<file path="src/rtl/vaelix_key_conditioner.sv">
// rtl/vaelix_key_conditioner.sv - debounced DIP-switch key entry with verdict tracking and lockout
// Presents the debounced switch key on each commit and locks out after MAX_FAILS failed attempts.
module vaelix_key_conditioner #(
  parameter int DEBOUNCE_CYCLES = 16,
  parameter int MAX_FAILS       = 3,
  parameter int VERDICT_TIMEOUT = 8,
  parameter int LOCKOUT_CYCLES  = 1024
) (
  input  logic       clk,
  input  logic       rst_n,
  input  logic       ena,
  input  logic [7:0] sw_in,
  input  logic       commit_btn,
  input  logic       auth_pass,
  input  logic       auth_fail,
  output logic [7:0] key_out,
  output logic       key_valid,
  output logic       lockout,
  output logic [1:0] fail_count
);

  localparam int TW = $clog2(VERDICT_TIMEOUT + 1);
  localparam int LW = $clog2(LOCKOUT_CYCLES + 1);
  localparam logic [7:0]    DEB_LAST   = 8'(DEBOUNCE_CYCLES - 1);
  localparam logic [7:0]    DEB_MAX    = 8'(DEBOUNCE_CYCLES);
  localparam logic [1:0]    FAIL_LIMIT = 2'(MAX_FAILS);
  localparam logic [TW-1:0] TIMER_LAST = TW'(VERDICT_TIMEOUT - 1);
  localparam logic [TW-1:0] TIMER_ONE  = TW'(1);
  localparam logic [LW-1:0] LOCK_LOAD  = LW'(LOCKOUT_CYCLES);
  localparam logic [LW-1:0] LOCK_ONE   = LW'(1);

  typedef enum logic [2:0] {
    S_IDLE = 3'b001,
    S_WAIT = 3'b010,
    S_LOCK = 3'b100
  } state_t;

  logic [7:0]    sw_s1, sw_s2, sw_prev, sw_cnt, sw_deb;
  logic          btn_s1, btn_s2, btn_prev, btn_deb;
  logic [7:0]    btn_cnt;
  logic          btn_armed, commit_evt;
  logic          sw_hit, btn_hit;
  state_t        state;
  logic [TW-1:0] timer;
  logic [LW-1:0] lock_cnt;
  logic          key_valid_q;
  logic          verdict_fail;
  logic [1:0]    fails_next;

  // A hit is the edge on which a stability counter reaches DEBOUNCE_CYCLES.
  assign sw_hit  = (sw_s2 == sw_prev) && (sw_cnt == DEB_LAST);
  assign btn_hit = (btn_s2 == btn_prev) && (btn_cnt == DEB_LAST);

  always_ff @(posedge clk or negedge rst_n) begin
    if (!rst_n) begin
      sw_s1      <= 8'h00;
      sw_s2      <= 8'h00;
      sw_prev    <= 8'h00;
      sw_cnt     <= 8'h00;
      sw_deb     <= 8'h00;
      btn_s1     <= 1'b0;
      btn_s2     <= 1'b0;
      btn_prev   <= 1'b0;
      btn_cnt    <= 8'h00;
      btn_deb    <= 1'b0;
      btn_armed  <= 1'b0;
      commit_evt <= 1'b0;
    end else if (ena) begin
      sw_s1   <= sw_in;
      sw_s2   <= sw_s1;
      sw_prev <= sw_s2;
      if (sw_s2 != sw_prev)
        sw_cnt <= 8'h00;
      else if (sw_cnt != DEB_MAX)
        sw_cnt <= sw_cnt + 8'd1;
      if (sw_hit)
        sw_deb <= sw_s2;

      btn_s1   <= commit_btn;
      btn_s2   <= btn_s1;
      btn_prev <= btn_s2;
      if (btn_s2 != btn_prev)
        btn_cnt <= 8'h00;
      else if (btn_cnt != DEB_MAX)
        btn_cnt <= btn_cnt + 8'd1;
      if (btn_hit)
        btn_deb <= btn_s2;
      // A button held through reset must be seen released before it can commit.
      if (btn_hit && !btn_s2)
        btn_armed <= 1'b1;
      commit_evt <= btn_hit && btn_s2 && !btn_deb && btn_armed;
    end
  end

  // A verdict pulse wins over a timeout landing on the same edge.
  assign verdict_fail = auth_fail || (!auth_pass && (timer == TIMER_LAST));
  assign fails_next   = fail_count + 2'd1;
  assign key_valid    = key_valid_q & ena;

  always_ff @(posedge clk or negedge rst_n) begin
    if (!rst_n) begin
      state       <= S_IDLE;
      key_out     <= 8'h00;
      key_valid_q <= 1'b0;
      lockout     <= 1'b0;
      fail_count  <= 2'd0;
      timer       <= '0;
      lock_cnt    <= '0;
    end else if (!ena) begin
      key_valid_q <= 1'b0;
    end else begin
      key_valid_q <= 1'b0;
      case (state)
        S_IDLE: begin
          if (commit_evt) begin
            key_out     <= sw_deb;
            key_valid_q <= 1'b1;
            timer       <= '0;
            state       <= S_WAIT;
          end
        end
        S_WAIT: begin
          if (verdict_fail) begin
            fail_count <= fails_next;
            if (fails_next == FAIL_LIMIT) begin
              state    <= S_LOCK;
              key_out  <= 8'h00;
              lockout  <= 1'b1;
              lock_cnt <= LOCK_LOAD;
            end else begin
              state <= S_IDLE;
            end
          end else if (auth_pass) begin
            fail_count <= 2'd0;
            state      <= S_IDLE;
          end else begin
            timer <= timer + TIMER_ONE;
          end
        end
        S_LOCK: begin
          if (lock_cnt == LOCK_ONE) begin
            state      <= S_IDLE;
            lockout    <= 1'b0;
            fail_count <= 2'd0;
          end else begin
            lock_cnt <= lock_cnt - LOCK_ONE;
          end
        end
        default: begin
          state    <= S_LOCK;
          key_out  <= 8'h00;
          lockout  <= 1'b1;
          lock_cnt <= LOCK_LOAD;
        end
      endcase
    end
  end

endmodule

</file>
<file path="config.mk">
export PLATFORM = sky130hd
export DESIGN_NAME = vaelix_key_conditioner
export DESIGN_NICKNAME = d
export VERILOG_FILES = /design/src/rtl/vaelix_key_conditioner.sv
export SDC_FILE = /design/constraint.sdc
export NUM_CORES = 1
export LEC_CHECK = 0
export ABC_AREA = 1
export CORE_MARGIN = 2
export CORE_UTILIZATION = 45
export DETAILED_ROUTE_END_ITERATION = 8
export PLACE_DENSITY = 0.65
export RECOVER_POWER = 25
export SKIP_LAST_GASP = 1
export SLEW_MARGIN = 20
export SYNTH_ARGS = -nofsm -noshare
export SYNTH_HDL_FRONTEND = slang
export SYNTH_SLANG_ARGS = --single-unit
</file>
<file path="constraint.sdc">
create_clock -name clk -period 2.6 [get_ports clk]
set_clock_uncertainty 0.2 [all_clocks]
set_input_delay 0.52 -clock clk [delete_from_list [all_inputs] [get_ports clk]]
set_output_delay 0.52 -clock clk [all_outputs]
set_load 0.03 [all_outputs]
</file>
======== Word level (Yosys, flattened, before mapping) ========
Cells that the tools add are included.
storage, ports and cells
  RAM bits ................................ 0
  memories ................................ 0
  register bits after elaboration ......... 84
  bits in latches ......................... 0
  memory bits (read-only) ................. 0
  input port bits ......................... 14
  word-level logic and storage cells ...... 108
  output and inout port bits .............. 12
operators by class
  reduce and logical (&&, ||, !) cells .... 26
  add/sub/neg operators ................... 5
  mux-type cells .......................... 33
  multiply operators ...................... 0
  equality and inequality tests ........... 22
  shift operators ......................... 0
  divide/modulo/power cells ............... 0
  bitwise logic cells ..................... 3
  magnitude comparators ................... 0
operators by type and width
  cell                                                count
  two-way mux 8 bit                                   7
  two-way mux 11 bit                                  3
  case mux 11 bit (3 select lines)                    1
  case mux 8 bit (3 select lines)                     1
  AND reduction 5 bit                                 4
  adder 8 x 1 -> 8 bit, second input constant         2
  == test 8 x 4 -> 1 bit, second input constant       2
  != test 8 x 5 -> 1 bit, second input constant       2
  two-way mux 3 bit                                   5
  != test 2 bit, second input constant                7
  two-way mux 4 bit                                   3
  == test 11 x 1 -> 1 bit, second input constant      1
  subtractor 11 x 1 -> 11 bit, second input constant  1
  AND reduction 2 bit                                 5
  case mux 3 bit (3 select lines)                     1
  == test 8 bit                                       1
  != test 8 bit                                       1
  case mux 4 bit (2 select lines)                     1
  AND reduction 4 bit                                 2
  nonzero test 2 bit                                  4
  logical AND 1 bit                                   7
  two-way mux 1 bit                                   6
  two-way mux 2 bit                                   3
  adder 4 x 1 -> 4 bit, second input constant         1
  15 further kinds                                    18

======== Depth between registers and ports, before layout ========
  depth after elaboration ................. 5
  depth in mapped cells ................... 10
  mapped depth without buffers ............ 10

======== Least setup slack after synthesis ========
Ideal clock, no wire load.
  kind .................................... input port to output port
  start ................................... input ena
  end ..................................... output key_valid
  path slack .............................. 557 ps
  buffers on the path ..................... 3
  arrival ................................. 1323 ps
  stages on the path ...................... 5
  cells stage by stage .................... buf_2 -> buf_2 -> buf_2 -> nand2_1 -> inv_1
between the ends
  longest elaborated chain between the ends .. 1
ends and longest elaborated chain
  what               RTL line  source
  start, declared    11        input logic ena,
  bitwise AND 1 bit  98        assign key_valid = key_valid_q & ena;
  end, declared      17        output logic key_valid,
Every way passes these cells.

======== Final worst setup path ========
  start ................................... register fail_count[0]
  end ..................................... output fail_count[0]
RTL lines
  what                    RTL line  source
  start, declared         19        output logic [1:0] fail_count
  start signal, assigned  124       fail_count <= fails_next;
No word-level cell between the ends.

==> load_flow_metrics.sql <==
INSERT INTO impl_metrics (metric_group, metric, value, unit) VALUES
('global_route', 'grt_pass1_vias', '3563', ''),
('synth', 'synthArstFlopShare', '100', '%'),
('clock_network', 'insertion_delay', '0.35', 'ns'),
('clock_network', 'postCtsSetupRepairBufs', '0', ''),
('finish', 'fillCellCount', '970', ''),
('floorplan', 'dieArea', '10900', 'um2'),
('route', 'final_antenna_net_count', '0', ''),
('global_route', 'grt_usage', '17.1', '%'),
('global_route', 'first_pass_grt_wire_length', '15700', 'um'),
('place', 'gp_congestion', '0.875', ''),
('worst_setup_path', 'crit_path_buf_inv_count', '1', ''),
('worst_setup_path', 'timing.critical_path.to_type', 'output port', ''),
('synth', 'synth_enable_flop_cells', '0', ''),
('route', 'vias_per_cell', '4.81', ''),
('synth', 'most_instantiated_flip_flop_cell_in_the_synthesis_netlist', 'sky130_fd_sc_hd__dfrtp_1', ''),
('synth', 'ys_warn_count', '0', ''),
('worst_setup_path', 'crit_chain', 'clkdlybuf4s50_1', ''),
('clock_network', 'clk_path_buf_depth', '2', ''),
('finish', 'synthToLayoutAreaGrowth', '12.0', '%'),
('clock_network', 'cts_num_sinks', '84', ''),
('route', 'detailroute.via_count', '3696', ''),
('worst_setup_path', 'worstPathArrival', '1.42', 'ns'),
('pwr', 'static-leakage-power', '2.62', 'nW'),
('worst_setup_path', 'worst_path_largest_cell_delay', '0.68', 'ns'),
('synth', 'synth_largest_area_cell', 'sky130_fd_sc_hd__dfrtp_1', ''),
('synth', 'yosys.cell_count.top_type', 'sky130_fd_sc_hd__nand2_1', ''),
('sta', 'hold_viol_final', '0', ''),
('route', 'first_pass_iters', '4', ''),
('synth', 'post_synth_inst_count', '606', ''),
('pwr', 'peak_ir_drop_on_the_vdd_network', '0.372', 'mV'),
('synth', 'ys_seq_elements', '84', ''),
('worst_setup_path', 'critical_path_peak_fanout', '4', ''),
('route', 'post_detailed_route_drc_marker_count', '0', ''),
('sta', 'tns', '0', 'ns'),
('worst_hold_path', 'timing.hold.worst.class', 'flop to flop', ''),
('status', 'run_status', 'completed', ''),
('global_route', 'largest_net_degree_at_the_start_of_global_routing', '85', ''),
('worst_setup_path', 'crit_type', 'flop to output port', ''),
('sta', 'rsz0062_at_grt', 'false', ''),
('route', 'totalWireLength', '8700', 'um'),
('finish', 'diodes', '0', ''),
('sta', 'setup_violations', '0', ''),
('worst_setup_path', 'critical_path.startpoint_type', 'flop', ''),
('worst_setup_path', 'crit_family', 'buffers and inverters', ''),
('sta', 'final_min_period_over_clock_period', '82.3', '%'),
('clock_network', 'postCtsHoldBufs', '0', ''),
('finish', 'post_route_cells_drive_above_1_share', '8.33', '%'),
('global_route', 'grt_remaining_overflow', '0', ''),
('synth', 'synth.area.top_cells', 'sky130_fd_sc_hd__dfrtp_1, sky130_fd_sc_hd__nand2_1, sky130_fd_sc_hd__inv_1', ''),
('floorplan', 'num_io_pins', '26', ''),
('worst_setup_path', 'required', '1.88', 'ns'),
('sta', 'timing.max_slew.rel_slack', '24.5', '%'),
('synth', 'synth_common_cells', 'sky130_fd_sc_hd__nand2_1, sky130_fd_sc_hd__dfrtp_1, sky130_fd_sc_hd__inv_1', ''),
('clock_network', 'cts.htree.levels', '3', ''),
('synth', 'sequential_to_total_area_share_from_yosys_stat', '46.4', '%'),
('synth', 'mappedNetlistArea', '4530', 'um2'),
('clock_network', 'cts_repair_resize_count', '0', ''),
('synth', 'mappedNetlistNets', '628', ''),
('place', 'dp_hpwl', '6100', 'um'),
('sta', 'holdWs', '0.275', 'ns'),
('clock_network', 'cts-buffers-inserted', '9', ''),
('clock_network', 'clk_transition_reported_paths', '0.08', 'ns'),
('floorplan', 'placement_rows', '36', ''),
('floorplan', 'floorplan.die.height', '104', 'um'),
('route', 'detailedRoute.firstIterationViolations', '180', ''),
('synth', 'synth_top_cell_area_share', '45.8', '%'),
('place', 'placed_cell_area', '4890', 'um2'),
('floorplan', 'die_width', '104', 'um'),
('synth', 'syn_area_per_cell', '7.48', 'um2'),
('finish', 'final_cell_area', '5080', 'um2'),
('pwr', 'p_per_area', '777', 'nW/um2');
## flip-flops by register name (all words and copies together), names as in the netlist, 2 cells and up
| name | cells |
|---|---|
| lock_cnt | 11 |
| state | 3 |
| fail_count | 2 |
| sw_cnt | 8 |
| sw_s1 | 8 |
| sw_deb | 8 |
| key_out | 8 |
| btn_cnt | 8 |
| timer | 4 |
| sw_prev | 8 |
| sw_s2 | 8 |
## per-stage QoR
step	instances	worst slack [ns]	utilization (%)
2_1_floorplan	606	0.557	-
3_3_place_gp	753	0.275	50.0
3_5_place_dp	753	0.245	50.0
4_1_cts	769	0.426	52.1
5_1_grt	769	0.398	51.9
6_report	769	0.460	51.9
## placed cells by master (no fill, tap or decap), types with 3 or more instances in the layout
cell type | netlist | final
sky130_fd_sc_hd__buf_4 | 1 | 3
sky130_fd_sc_hd__clkbuf_8 | 0 | 11
sky130_fd_sc_hd__clkdlybuf4s50_1 | 0 | 22
sky130_fd_sc_hd__dfrtp_1 | 83 | 83
sky130_fd_sc_hd__ha_1 | 8 | 8
sky130_fd_sc_hd__inv_1 | 67 | 67
sky130_fd_sc_hd__inv_2 | 3 | 3
sky130_fd_sc_hd__nand2_1 | 238 | 238
sky130_fd_sc_hd__nand2_2 | 7 | 7
sky130_fd_sc_hd__nand3_1 | 46 | 46
sky130_fd_sc_hd__nand3_2 | 4 | 4
sky130_fd_sc_hd__nand4_1 | 14 | 14
sky130_fd_sc_hd__nor2_1 | 54 | 54
sky130_fd_sc_hd__nor3_1 | 4 | 4
sky130_fd_sc_hd__o21ai_0 | 27 | 27
sky130_fd_sc_hd__o21ai_2 | 5 | 5
sky130_fd_sc_hd__xnor2_1 | 4 | 4
sky130_fd_sc_hd__xor2_1 | 10 | 10
## final timing paths
kind	endpoint	slack [ns]	startpoint	cells after the start
worst max register to register	key_out[2]	0.63	state[0]	9
worst min register to register	sw_s1[6]	0.28	sw_s1[6]	2
worst max-delay path	fail_count[0]	0.46	fail_count[0]	1
max in group asynchronous	sw_s1[2]	1.17	rst_n	2
min in group asynchronous	lock_cnt[8]	0.30	rst_n	2
worst min-delay path	sw_s1[6]	0.28	sw_s1[6]	2
## where the power goes
group          internal (mW)  total, mW  switching (mW)  leakage [nW]
sequential              1.49       1.67           0.182          1.11
clock                  0.494      0.955           0.460         0.102
combinational          0.463       1.32           0.857          1.41
total                   2.44       3.94            1.50          2.62
## cell families (layout without fill, tap and decap cells)
logic type,Yosys count,count (layout),synth area share [%]
and+or+nand+nor,379,379,35.9
DFF,84,84,46.4
buffers and inverters,84,114,7.70
AOI/OAI and AO/OA,36,36,4.67
xor gates and xnor gates,15,15,3.07
adders and majority gates,8,8,2.21
## metal layers
| layer | routed length [um] | global-route usage, % |
|---|---|---|
| met4 | 94 | 5.41 |
| met1 | 4440 | 23.5 |
| met3 | 253 | 3.01 |
| met2 | 3910 | 27.6 |
| met5 | 0 | 0 |
## area by class of cell
| class | instances | area, um2 | area share [%] |
|---|---|---|---|
| clock buffer | 12 | 155 | 3.06 |
| clock inverter | 4 | 47.5 | 0.937 |
| inverter | 70 | 263 | 5.18 |
| multi-input combinational | 438 | 2080 | 40.9 |
| sequential | 84 | 2100 | 41.4 |
| tap | 133 | 166 | 3.28 |
| timing repair buffer | 28 | 263 | 5.18 |
(Power assumes the default switching activity.)
